File: config.mk
export PLATFORM = sky130hd
export DESIGN_NAME = game_sequencer
export DESIGN_NICKNAME = d
export VERILOG_FILES = /design/src/rtl/game_sequencer.sv
export SDC_FILE = /design/constraint.sdc
export NUM_CORES = 1
export LEC_CHECK = 0
export ABC_AREA = 1
export CAP_MARGIN = 20
export CORE_MARGIN = 2
export CORE_UTILIZATION = 29
export DETAILED_ROUTE_END_ITERATION = 16
export PLACE_DENSITY = 0.58
export SLEW_MARGIN = 40
export SYNTH_ARGS = -nofsm -noshare
export SYNTH_HDL_FRONTEND = slang
export SYNTH_SLANG_ARGS = --single-unit
export TNS_END_PERCENT = 30
File: constraint.sdc
create_clock -name clk_i -period 1.85 [get_ports clk_i]
set_input_delay 0.37 -clock clk_i [delete_from_list [all_inputs] [get_ports clk_i]]
set_output_delay 0.37 -clock clk_i [all_outputs]
set_load 0.005 [all_outputs]
File: src/rtl/game_sequencer.sv
// -----------------------------------------------------------------------------
// game_sequencer
//
// Frame-synchronous game controller for the sprite compositor. Collision flags
// from the pixel pipeline are latched during a frame and applied only on the
// end-of-frame tick, so no sprite moves or changes mid-frame.
//
// Ports:
//   clk_i            system/pixel clock
//   reset_i          synchronous, active-high reset
//   start_i          one-cycle start/restart pulse (honoured in IDLE/OVER only)
//   frame_tick_i     one-cycle pulse at the end of the visible frame
//   hit_fruit_i      snake head overlaps fruit this cycle
//   hit_barrier_i    snake head overlaps barrier this cycle
//   state_game_o     compositor state code (IDLE=000, PLAY=001, blink=010, OVER=100)
//   lives_o          remaining lives
//   heart_en_o       heart visibility, thermometer-coded from lives
//   score_o          fruits eaten, saturating
//   set_speed_o      one-cycle speed-up pulse every SPEED_STEP fruits
//   new_position_x_o fruit x position
//   new_position_y_o fruit y position
//   move_sprite_o    one-cycle pulse: fruit adopts the new position
// -----------------------------------------------------------------------------
module game_sequencer #(
  parameter int unsigned LIVES_INIT = 3,
  parameter int unsigned HIT_FRAMES = 60,
  parameter int unsigned SPEED_STEP = 5,
  parameter int unsigned FRUIT_X0   = 400,
  parameter int unsigned FRUIT_Y0   = 400,
  parameter int unsigned X_MIN      = 50,
  parameter int unsigned Y_MIN      = 50,
  parameter int unsigned SCORE_W    = 8
) (
  input  logic               clk_i,
  input  logic               reset_i,
  input  logic               start_i,
  input  logic               frame_tick_i,
  input  logic               hit_fruit_i,
  input  logic               hit_barrier_i,
  output logic [2:0]         state_game_o,
  output logic [1:0]         lives_o,
  output logic [2:0]         heart_en_o,
  output logic [SCORE_W-1:0] score_o,
  output logic               set_speed_o,
  output logic [10:0]        new_position_x_o,
  output logic [9:0]         new_position_y_o,
  output logic               move_sprite_o
);

  typedef enum logic [1:0] {
    ST_IDLE = 2'd0,
    ST_PLAY = 2'd1,
    ST_HIT  = 2'd2,
    ST_OVER = 2'd3
  } state_e;

  localparam logic [1:0]  LIVES_INIT_C = 2'(LIVES_INIT);
  localparam logic [7:0]  HIT_FRAMES_C = 8'(HIT_FRAMES);
  localparam logic [7:0]  SPEED_STEP_C = 8'(SPEED_STEP);
  localparam logic [10:0] FRUIT_X0_C   = 11'(FRUIT_X0);
  localparam logic [9:0]  FRUIT_Y0_C   = 10'(FRUIT_Y0);
  localparam logic [10:0] X_MIN_C      = 11'(X_MIN);
  localparam logic [9:0]  Y_MIN_C      = 10'(Y_MIN);
  localparam logic [15:0] LFSR_SEED    = 16'hACE1;
  localparam logic [15:0] LFSR_MASK    = 16'hB400;
  localparam logic [SCORE_W-1:0] SCORE_MAX = {SCORE_W{1'b1}};
  localparam logic [SCORE_W-1:0] SCORE_ONE = SCORE_W'(1);

  // Galois right-shift LFSR step: feed the shifted-out bit back through the mask.
  function automatic logic [15:0] lfsr_next(input logic [15:0] v);
    logic [15:0] r;
    if (v[0]) begin
      r = {1'b0, v[15:1]} ^ LFSR_MASK;
    end else begin
      r = {1'b0, v[15:1]};
    end
    return r;
  endfunction

  // Heart enables: one heart per remaining life, filled from bit 0 upwards.
  function automatic logic [2:0] hearts(input logic [1:0] l);
    logic [2:0] h;
    case (l)
      2'd0:    h = 3'b000;
      2'd1:    h = 3'b001;
      2'd2:    h = 3'b011;
      2'd3:    h = 3'b111;
      default: h = 3'b000;
    endcase
    return h;
  endfunction

  // Registers and next-state values.
  state_e             state_q, state_d;
  logic [7:0]         hit_timer_q, hit_timer_d;
  logic [7:0]         speed_cnt_q, speed_cnt_d;
  logic               fruit_pend_q, fruit_pend_d;
  logic               barrier_pend_q, barrier_pend_d;
  logic [15:0]        lfsr_q, lfsr_d;
  logic [1:0]         lives_q, lives_d;
  logic [SCORE_W-1:0] score_q, score_d;
  logic [10:0]        pos_x_q, pos_x_d;
  logic [9:0]         pos_y_q, pos_y_d;
  logic               move_q, move_d;
  logic               set_speed_q, set_speed_d;
  logic [2:0]         state_game_q, state_game_d;
  logic [2:0]         heart_q, heart_d;

  // Shared decode of the current cycle's events.
  logic       in_game_s;
  logic       idle_s;
  logic       start_go_s;
  logic       tick_go_s;
  logic       fruit_now_s;
  logic       barrier_now_s;
  logic       fruit_apply_s;
  logic       barrier_apply_s;
  logic [1:0] lives_dec_s;
  logic [7:0] speed_inc_s;

  assign in_game_s   = (state_q == ST_PLAY) || (state_q == ST_HIT);
  assign idle_s      = (state_q == ST_IDLE) || (state_q == ST_OVER);
  // Start wins over a coincident tick because ticks only act in PLAY/HIT.
  assign start_go_s  = start_i && idle_s;
  assign tick_go_s   = frame_tick_i && in_game_s;
  // A hit in the tick cycle itself is folded into that tick.
  assign fruit_now_s     = fruit_pend_q || (hit_fruit_i && in_game_s);
  assign barrier_now_s   = barrier_pend_q || (hit_barrier_i && (state_q == ST_PLAY));
  assign fruit_apply_s   = tick_go_s && fruit_now_s;
  assign barrier_apply_s = tick_go_s && barrier_now_s && (state_q == ST_PLAY);
  assign lives_dec_s     = lives_q - 2'd1;
  assign speed_inc_s     = speed_cnt_q + 8'd1;
  assign lfsr_d          = lfsr_next(lfsr_q);

  // State register and all registered datapath/outputs.
  always_ff @(posedge clk_i) begin
    if (reset_i) begin
      state_q        <= ST_IDLE;
      hit_timer_q    <= 8'd0;
      speed_cnt_q    <= 8'd0;
      fruit_pend_q   <= 1'b0;
      barrier_pend_q <= 1'b0;
      lfsr_q         <= LFSR_SEED;
      lives_q        <= 2'd0;
      score_q        <= '0;
      pos_x_q        <= FRUIT_X0_C;
      pos_y_q        <= FRUIT_Y0_C;
      move_q         <= 1'b0;
      set_speed_q    <= 1'b0;
      state_game_q   <= 3'b000;
      heart_q        <= 3'b000;
    end else begin
      state_q        <= state_d;
      hit_timer_q    <= hit_timer_d;
      speed_cnt_q    <= speed_cnt_d;
      fruit_pend_q   <= fruit_pend_d;
      barrier_pend_q <= barrier_pend_d;
      lfsr_q         <= lfsr_d;
      lives_q        <= lives_d;
      score_q        <= score_d;
      pos_x_q        <= pos_x_d;
      pos_y_q        <= pos_y_d;
      move_q         <= move_d;
      set_speed_q    <= set_speed_d;
      state_game_q   <= state_game_d;
      heart_q        <= heart_d;
    end
  end

  // Next-state logic: start, barrier-driven HIT/OVER entry, HIT timer expiry.
  always_comb begin
    state_d     = state_q;
    hit_timer_d = hit_timer_q;
    case (state_q)
      ST_IDLE, ST_OVER: begin
        if (start_go_s) begin
          state_d     = ST_PLAY;
          hit_timer_d = 8'd0;
        end else begin
          state_d     = state_q;
          hit_timer_d = hit_timer_q;
        end
      end
      ST_PLAY: begin
        if (barrier_apply_s) begin
          if (lives_dec_s == 2'd0) begin
            state_d     = ST_OVER;
            hit_timer_d = 8'd0;
          end else begin
            state_d     = ST_HIT;
            hit_timer_d = HIT_FRAMES_C;
          end
        end else begin
          state_d     = ST_PLAY;
          hit_timer_d = hit_timer_q;
        end
      end
      ST_HIT: begin
        if (tick_go_s) begin
          // A timer already at 0 is treated as expired rather than wrapping.
          if (hit_timer_q <= 8'd1) begin
            state_d     = ST_PLAY;
            hit_timer_d = 8'd0;
          end else begin
            state_d     = ST_HIT;
            hit_timer_d = hit_timer_q - 8'd1;
          end
        end else begin
          state_d     = ST_HIT;
          hit_timer_d = hit_timer_q;
        end
      end
      default: begin
        state_d     = ST_IDLE;
        hit_timer_d = 8'd0;
      end
    endcase
  end

  // Output/datapath logic: pending latches, score, lives, fruit position, pulses.
  always_comb begin
    lives_d     = lives_q;
    score_d     = score_q;
    speed_cnt_d = speed_cnt_q;
    pos_x_d     = pos_x_q;
    pos_y_d     = pos_y_q;
    move_d      = 1'b0;
    set_speed_d = 1'b0;

    if (start_go_s || tick_go_s) begin
      fruit_pend_d   = 1'b0;
      barrier_pend_d = 1'b0;
    end else begin
      fruit_pend_d   = fruit_now_s;
      barrier_pend_d = barrier_now_s;
    end

    if (start_go_s) begin
      lives_d     = LIVES_INIT_C;
      score_d     = '0;
      speed_cnt_d = 8'd0;
      pos_x_d     = FRUIT_X0_C;
      pos_y_d     = FRUIT_Y0_C;
      move_d      = 1'b1;
    end else begin
      if (fruit_apply_s) begin
        if (score_q == SCORE_MAX) begin
          score_d = score_q;
        end else begin
          score_d = score_q + SCORE_ONE;
        end
        pos_x_d = X_MIN_C + {2'b00, lfsr_q[8:0]};
        pos_y_d = Y_MIN_C + {2'b00, lfsr_q[15:8]};
        move_d  = 1'b1;
        if (speed_inc_s == SPEED_STEP_C) begin
          speed_cnt_d = 8'd0;
          set_speed_d = 1'b1;
        end else begin
          speed_cnt_d = speed_inc_s;
          set_speed_d = 1'b0;
        end
      end else begin
        score_d = score_q;
      end
      if (barrier_apply_s) begin
        lives_d = lives_dec_s;
      end else begin
        lives_d = lives_q;
      end
    end

    // HIT blinks by alternating 001/010 on the parity of the hit timer.
    case (state_d)
      ST_IDLE: state_game_d = 3'b000;
      ST_PLAY: state_game_d = 3'b001;
      ST_HIT: begin
        if (hit_timer_d[0]) begin
          state_game_d = 3'b010;
        end else begin
          state_game_d = 3'b001;
        end
      end
      ST_OVER: state_game_d = 3'b100;
      default: state_game_d = 3'b000;
    endcase

    heart_d = hearts(lives_d);
  end

  assign state_game_o     = state_game_q;
  assign lives_o          = lives_q;
  assign heart_en_o       = heart_q;
  assign score_o          = score_q;
  assign set_speed_o      = set_speed_q;
  assign new_position_x_o = pos_x_q;
  assign new_position_y_o = pos_y_q;
  assign move_sprite_o    = move_q;

endmodule

**After elaboration in Yosys (flattened, before gate mapping)**

Cells that the tools add are included.

- Register bits: 75
- Input bits: 6
- Output and inout bits: 39
- Logic and storage cells: 83

- Add/sub/neg operators: 6
- Order comparisons: 1
- Equal/unequal tests: 14
- Mux-type cells: 22
- Bitwise operators: 3
- Reductions and logical operators: 22

Operators by type and width:

| operator | count |
|---|---|
| 2-to-1 mux 8 bit | 5 |
| one-hot mux 3 bit (4 select lines) | 2 |
| one-hot mux 8 bit (3 select lines) | 1 |
| adder 8 x 1 -> 8 bit (second input constant) | 2 |
| 2-to-1 mux 16 bit | 1 |
| 2-to-1 mux 2 bit | 7 |
| == test 2 bit (second input constant) | 6 |
| adder 6 x 9 -> 10 bit (first input constant) | 1 |
| adder 6 x 8 -> 9 bit (first input constant) | 1 |
| == test 8 x 3 -> 1 bit (second input constant) | 1 |
| == test 8 bit (second input constant) | 1 |
| less-or-equal comparator 8 x 1 -> 1 bit (second input constant) | 1 |
| logical NOT 2 bit | 4 |
| subtractor 8 x 1 -> 8 bit (second input constant) | 1 |
| logical AND 1 bit | 7 |
| == test 2 x 1 -> 1 bit (second input constant) | 3 |
| 2-to-1 mux 6 bit | 1 |
| inequality test 2 bit (second input constant) | 3 |
| one-hot mux 2 bit (3 select lines) | 1 |
| OR reduction 2 bit | 3 |
| logical OR 1 bit | 5 |
| 2-to-1 mux 1 bit | 4 |
| inverter 3 -> 4 bit | 1 |
| AND reduction 3 bit | 1 |
| other kinds (4) | 5 |

**Depth between registers and ports, before layout**

- Depth after elaboration: 9
- Mapped depth: 13
- Gate-level depth less buffers: 13

**Worst setup path before layout**

OpenSTA, ideal clock, no wires.

- Kind: register to register
- Start point: register state_q[0]
- End point: register heart_q[0], in the netlist heart_en_o[0]
- Library setup time: 119 ps
- Arrival: 1468 ps
- Data required time: 1731 ps
- Setup slack: 263 ps
- Cell stages (with the launch flop): 13
- Path buffers: 0
- Period minus slack after synthesis: 1587 ps
- Path through: dfxtp_1 -> inv_1 -> ha_1 -> inv_4 -> nand2_8 -> inv_4 -> nand2_4 -> nor2_4 -> inv_2 -> a21oi_1 -> o21ai_1 -> nand2_1 -> nand2_1

- Longest elaborated chain between the ends: 9
- Elaborated cells between the ends (all ways): 19
- Those cells by class: eq/ne: 6; mux: 3; reduce/logical: 10

RTL lines:

| what | line | text |
|---|---|---|
| from (decl) | 94 | `state_e state_q, state_d;` |
| from (signal assigned) | 153 | `state_q <= state_d;` |
| == test 2 x 1 -> 1 bit / == test 2 bit (equally long branches) | 121, 128, 130 |  |
| logical OR 1 bit / logical AND 1 bit (equally long branches) | 121, 128 |  |
| logical AND 1 bit / logical OR 1 bit (equally long branches) | 125, 128 |  |
| logical AND 1 bit (2 in series) | 130 | `assign barrier_apply_s = tick_go_s && barrier_now_s && (state_q == ST_PLAY);` |
| 2-to-1 mux 2 bit | 265 | `if (barrier_apply_s) begin` |
| 2-to-1 mux 2 bit (*) | 238 | `if (start_go_s) begin` |
| == test 2 bit, or another cell as far along | 83 | `case (l)` |
| one-hot mux 3 bit (4 select lines) (*) | 83 |  |
| to (signal assigned) | 166 | `heart_q <= heart_d;` |
| to (decl) | 107 | `logic [2:0] heart_q, heart_d;` |

Every way passes the cells marked *; elsewhere a longest branch is shown, timed or not.
A chain may end at the register's enable or synchronous reset.

**Worst setup path after layout**

- Start point: register score_q[2], in the netlist score_o[2]
- End point: output score_o[2]

RTL lines:

| what | line | text |
|---|---|---|
| from (decl) | 101 | `logic [SCORE_W-1:0] score_q, score_d;` |
| from (signal assigned) | 160 | `score_q <= score_d;` |
| to (decl) | 43 | `output logic [SCORE_W-1:0] score_o,` |

No word-level cell between the ends.

==> results.yml <==
run_status:
  status: "finished clean"
drt:
  drc_errors: 0
  post_drt_wl_per_cell_um: 11.2
  ant_nets: 0
  drtPass1Iterations: 4
  detailedRoute.firstIterationViolations: 126
  via_count: 2799
  routed_via_density: 4.43
  wirelength_um: 7060
timing:
  period_minus_slack_ns: 1.68
  rsz0062_at_grt: "no"
  maxSlewViolCount: 0
  finalClockSkew_ns: 0.00504
  fin_crit_sh_pct: 90.7
  finalHoldViolCount: 0
  worst_slack_ns: 0.172
  timing.fmax_ghz: 0.596
  hold_slack_ns: 0.446
  fin_setup_tns_ns: 0
  setup_viol: 0
logic_synthesis:
  ys_ff_latch: 73
  synth_compound_area_share_pct: 13.9
  synth_xor_area_share_pct: 3.40
  synth_top_family_by_area: "simple AND/OR/NAND/NOR gates"
  yosys.area_share.simple_pct: 25.5
  synth_edf_count: 0
  ys.flop_type: "dfxtp_1"
  synth_mux_area_share_pct: 0
  synth_area_um2: 3350
  synthAdderAreaFrac_pct: 3.74
  ys_warn_count: 0
  synth.distinct_cells: 41
  syn_inst: 436
  ys_seq_area_share_pct: 43.7
  synth-async-reset-ratio_pct: 0
  avgSynthCellArea_um2: 7.67
floorplanning:
  die_area_um2: 12400
  coreArea_um2: 11300
  num_rows: 39
  die_h_um: 111
  ioPinCount: 45
  initial_utilization_pct: 29.6
  die_w_um: 111
grt:
  grt_pass1_vias: 2564
  antenna_found_initial: 0
  globalRouteOverflowTotal: 0
  grt_pass1_wl_um: 11800
  grt_util_all_layers_pct: 11.6
  grt_max_degree: 28
pwr:
  power_frac_comb_pct: 10.4
  p_sw_share_pct: 24.1
  p_seq_share_pct: 42.1
  p_per_area_nw_per_um2: 934
  p_sw_mw: 0.960
  p_total_mw: 3.98
  intPower_mw: 3.02
  power.leakage_nw: 1.83
  irDropWorstVdd_mv: 0.491
  pwr-share-clk_pct: 47.5
placement:
  preCtsSetupSlack_ns: 0.0173
  gp_congestion: 0.812
  dp_hpwl_um: 5150
  port_buffers: 42
setup_path:
  cp_data_arrival_time_ns: 1.31
  path_cells: "clkdlybuf4s50_1"
  critPathKind: "reg2out"
  ff2ff_setup_slack_ns: 0.17
  cp_top_family: "buffers and inverters"
  cp_slowest_cell: "clkdlybuf4s50_1"
  cp_slowest_stage_delay_ns: 0.55
  path_buf_inv: 1
  startpoint_type: "flip-flop"
  worstPathRequired_ns: 1.48
  critPathCaptureType: "output port"
  crit_fanout: 6
finish:
  nets: 500
  antenna_cells: 0
  final_common_cell: "nand2_1"
  area_growth_pct: 27.5
  fillers: 1174
  multi_input_area_um2: 1580
  seqCellArea_um2: 1460
  final_cell_mix: "nand2_1 (81), dfxtp_1 (73), inv_1 (52)"
  drive_gt1_share_pct: 11.0
clocking:
  post-cts-setup-buffer-count: 0
  clk_latency_ns: 0.33
  ctsLongestPathBuffers: 2
  cts_tree: "yes"
  cts_sinks: 73
  cts-root-buf: "clkbuf_16"
  cts_made_buffers: 9
  h-tree-depth: 3
  clk_pin_slew_ns: 0.06
hold_path:
  holdCritPathClass: "reg2reg"
job:
  max-cap-violations: 0
[metrics by stage]
step / utilization (%) / cells / area (um^2)
6_report: 37.7 / 632 / 4270
5_1_grt: 37.7 / 632 / 4270
4_1_cts: 37.5 / 632 / 4250
3_5_place_dp: 34.6 / 616 / 3920
3_3_place_gp: 34.6 / 616 / 3920
2_1_floorplan: - / 437 / 3350
[synth_stat cells (all sizes together), types with 2 or more instances]
master,instances,share of area (%)
nor3,8,1.3
a21oi,42,7.1
clkbuf,4,0.45
xnor2,6,1.6
nand3,26,4.2
ha,10,3.7
buf,9,2.0
or2,4,0.75
xor2,7,1.8
a31oi,2,0.37
o21ai,35,5.6
dfxtp,73,44
nand2,88,11
nand4,8,1.5
nor2,46,6.2
clkinv,2,0.22
inv,59,7.0
[registers in the layout (all words and copies together), names as in the netlist]
register and cells:
barrier_pend_q 1, fruit_pend_q 1, heart_en_o 3, hit_timer_q 8, lfsr_q 16, lives_o 2
move_sprite_o 1, new_position_x_o 10, new_position_y_o 9, score_o 8, set_speed_o 1, speed_cnt_q 8
state_game_o 3, state_q 2
[power groups by stage]
stage / sequential [mW] / clock (mW) / combinational (mW)
floorplan: 1.71 / 0 / 0.277
global placement: 1.71 / 0 / 0.403
detailed placement: 1.71 / 0 / 0.409
CTS: 1.68 / 1.94 / 0.412
global route: 1.68 / 2.01 / 0.461
finish: 1.68 / 1.89 / 0.414
[worst paths after layout]
| check | cells past startpoint | to | from |
|---|---|---|---|
| hold / removal | 2 | lfsr_q[1] | lfsr_q[2] |
| setup / recovery | 1 | score_o[2] | score_o[2] |
| hold reg to reg | 2 | lfsr_q[1] | lfsr_q[2] |
| setup reg to reg | 10 | new_position_x_o[6] | state_q[0] |
[worst register-to-register path, stage by stage (launching register included)]
cell and delay [ns]:
dfxtp_1 0.34, inv_1 0.09, ha_4 0.29, clkinv_4 0.10, a21oi_4 0.22, nor2_8 0.08
buf_4 0.19, nor2_1 0.10, nor2_1 0.04, o21ai_0 0.08, inv_1 0.05
[area by class of cell]
| class | instances | share of cell area (%) |
|---|---|---|
| Timing Repair Buffer | 49 | 11.1 |
| Multi-Input combinational cell | 290 | 37.0 |
| Clock inverter | 6 | 2.11 |
| Sequential cell | 73 | 34.3 |
| Tap cell | 143 | 4.19 |
| Clock buffer | 10 | 5.60 |
| Inverter | 61 | 5.78 |
[routing by layer]
| metal | GRT usage (%) | routed length (um) | up-vias |
|---|---|---|---|
| li1 | - | - | 1496 |
| met1 | 14.9 | 3320 | 1261 |
| met2 | 18.5 | 3370 | 29 |
| met3 | 2.72 | 235 | 13 |
| met4 | 5.19 | 139 | 0 |
| met5 | 0 | 0 | - |
[kinds of logic after synthesis]
logic type,Yosys count
buffers and inverters,74
and+or+nand+nor,182
xor gates and xnor gates,13
adders and majority gates,10
DFF,73
AOI/OAI and AO/OA,83
other,1
[what timing repair did]
action,in CTS,in global routing
setup endpoints to repair,0,10
resized for setup,0,3
hold buffers,0,0
Power figures use the tool's default switching activity.
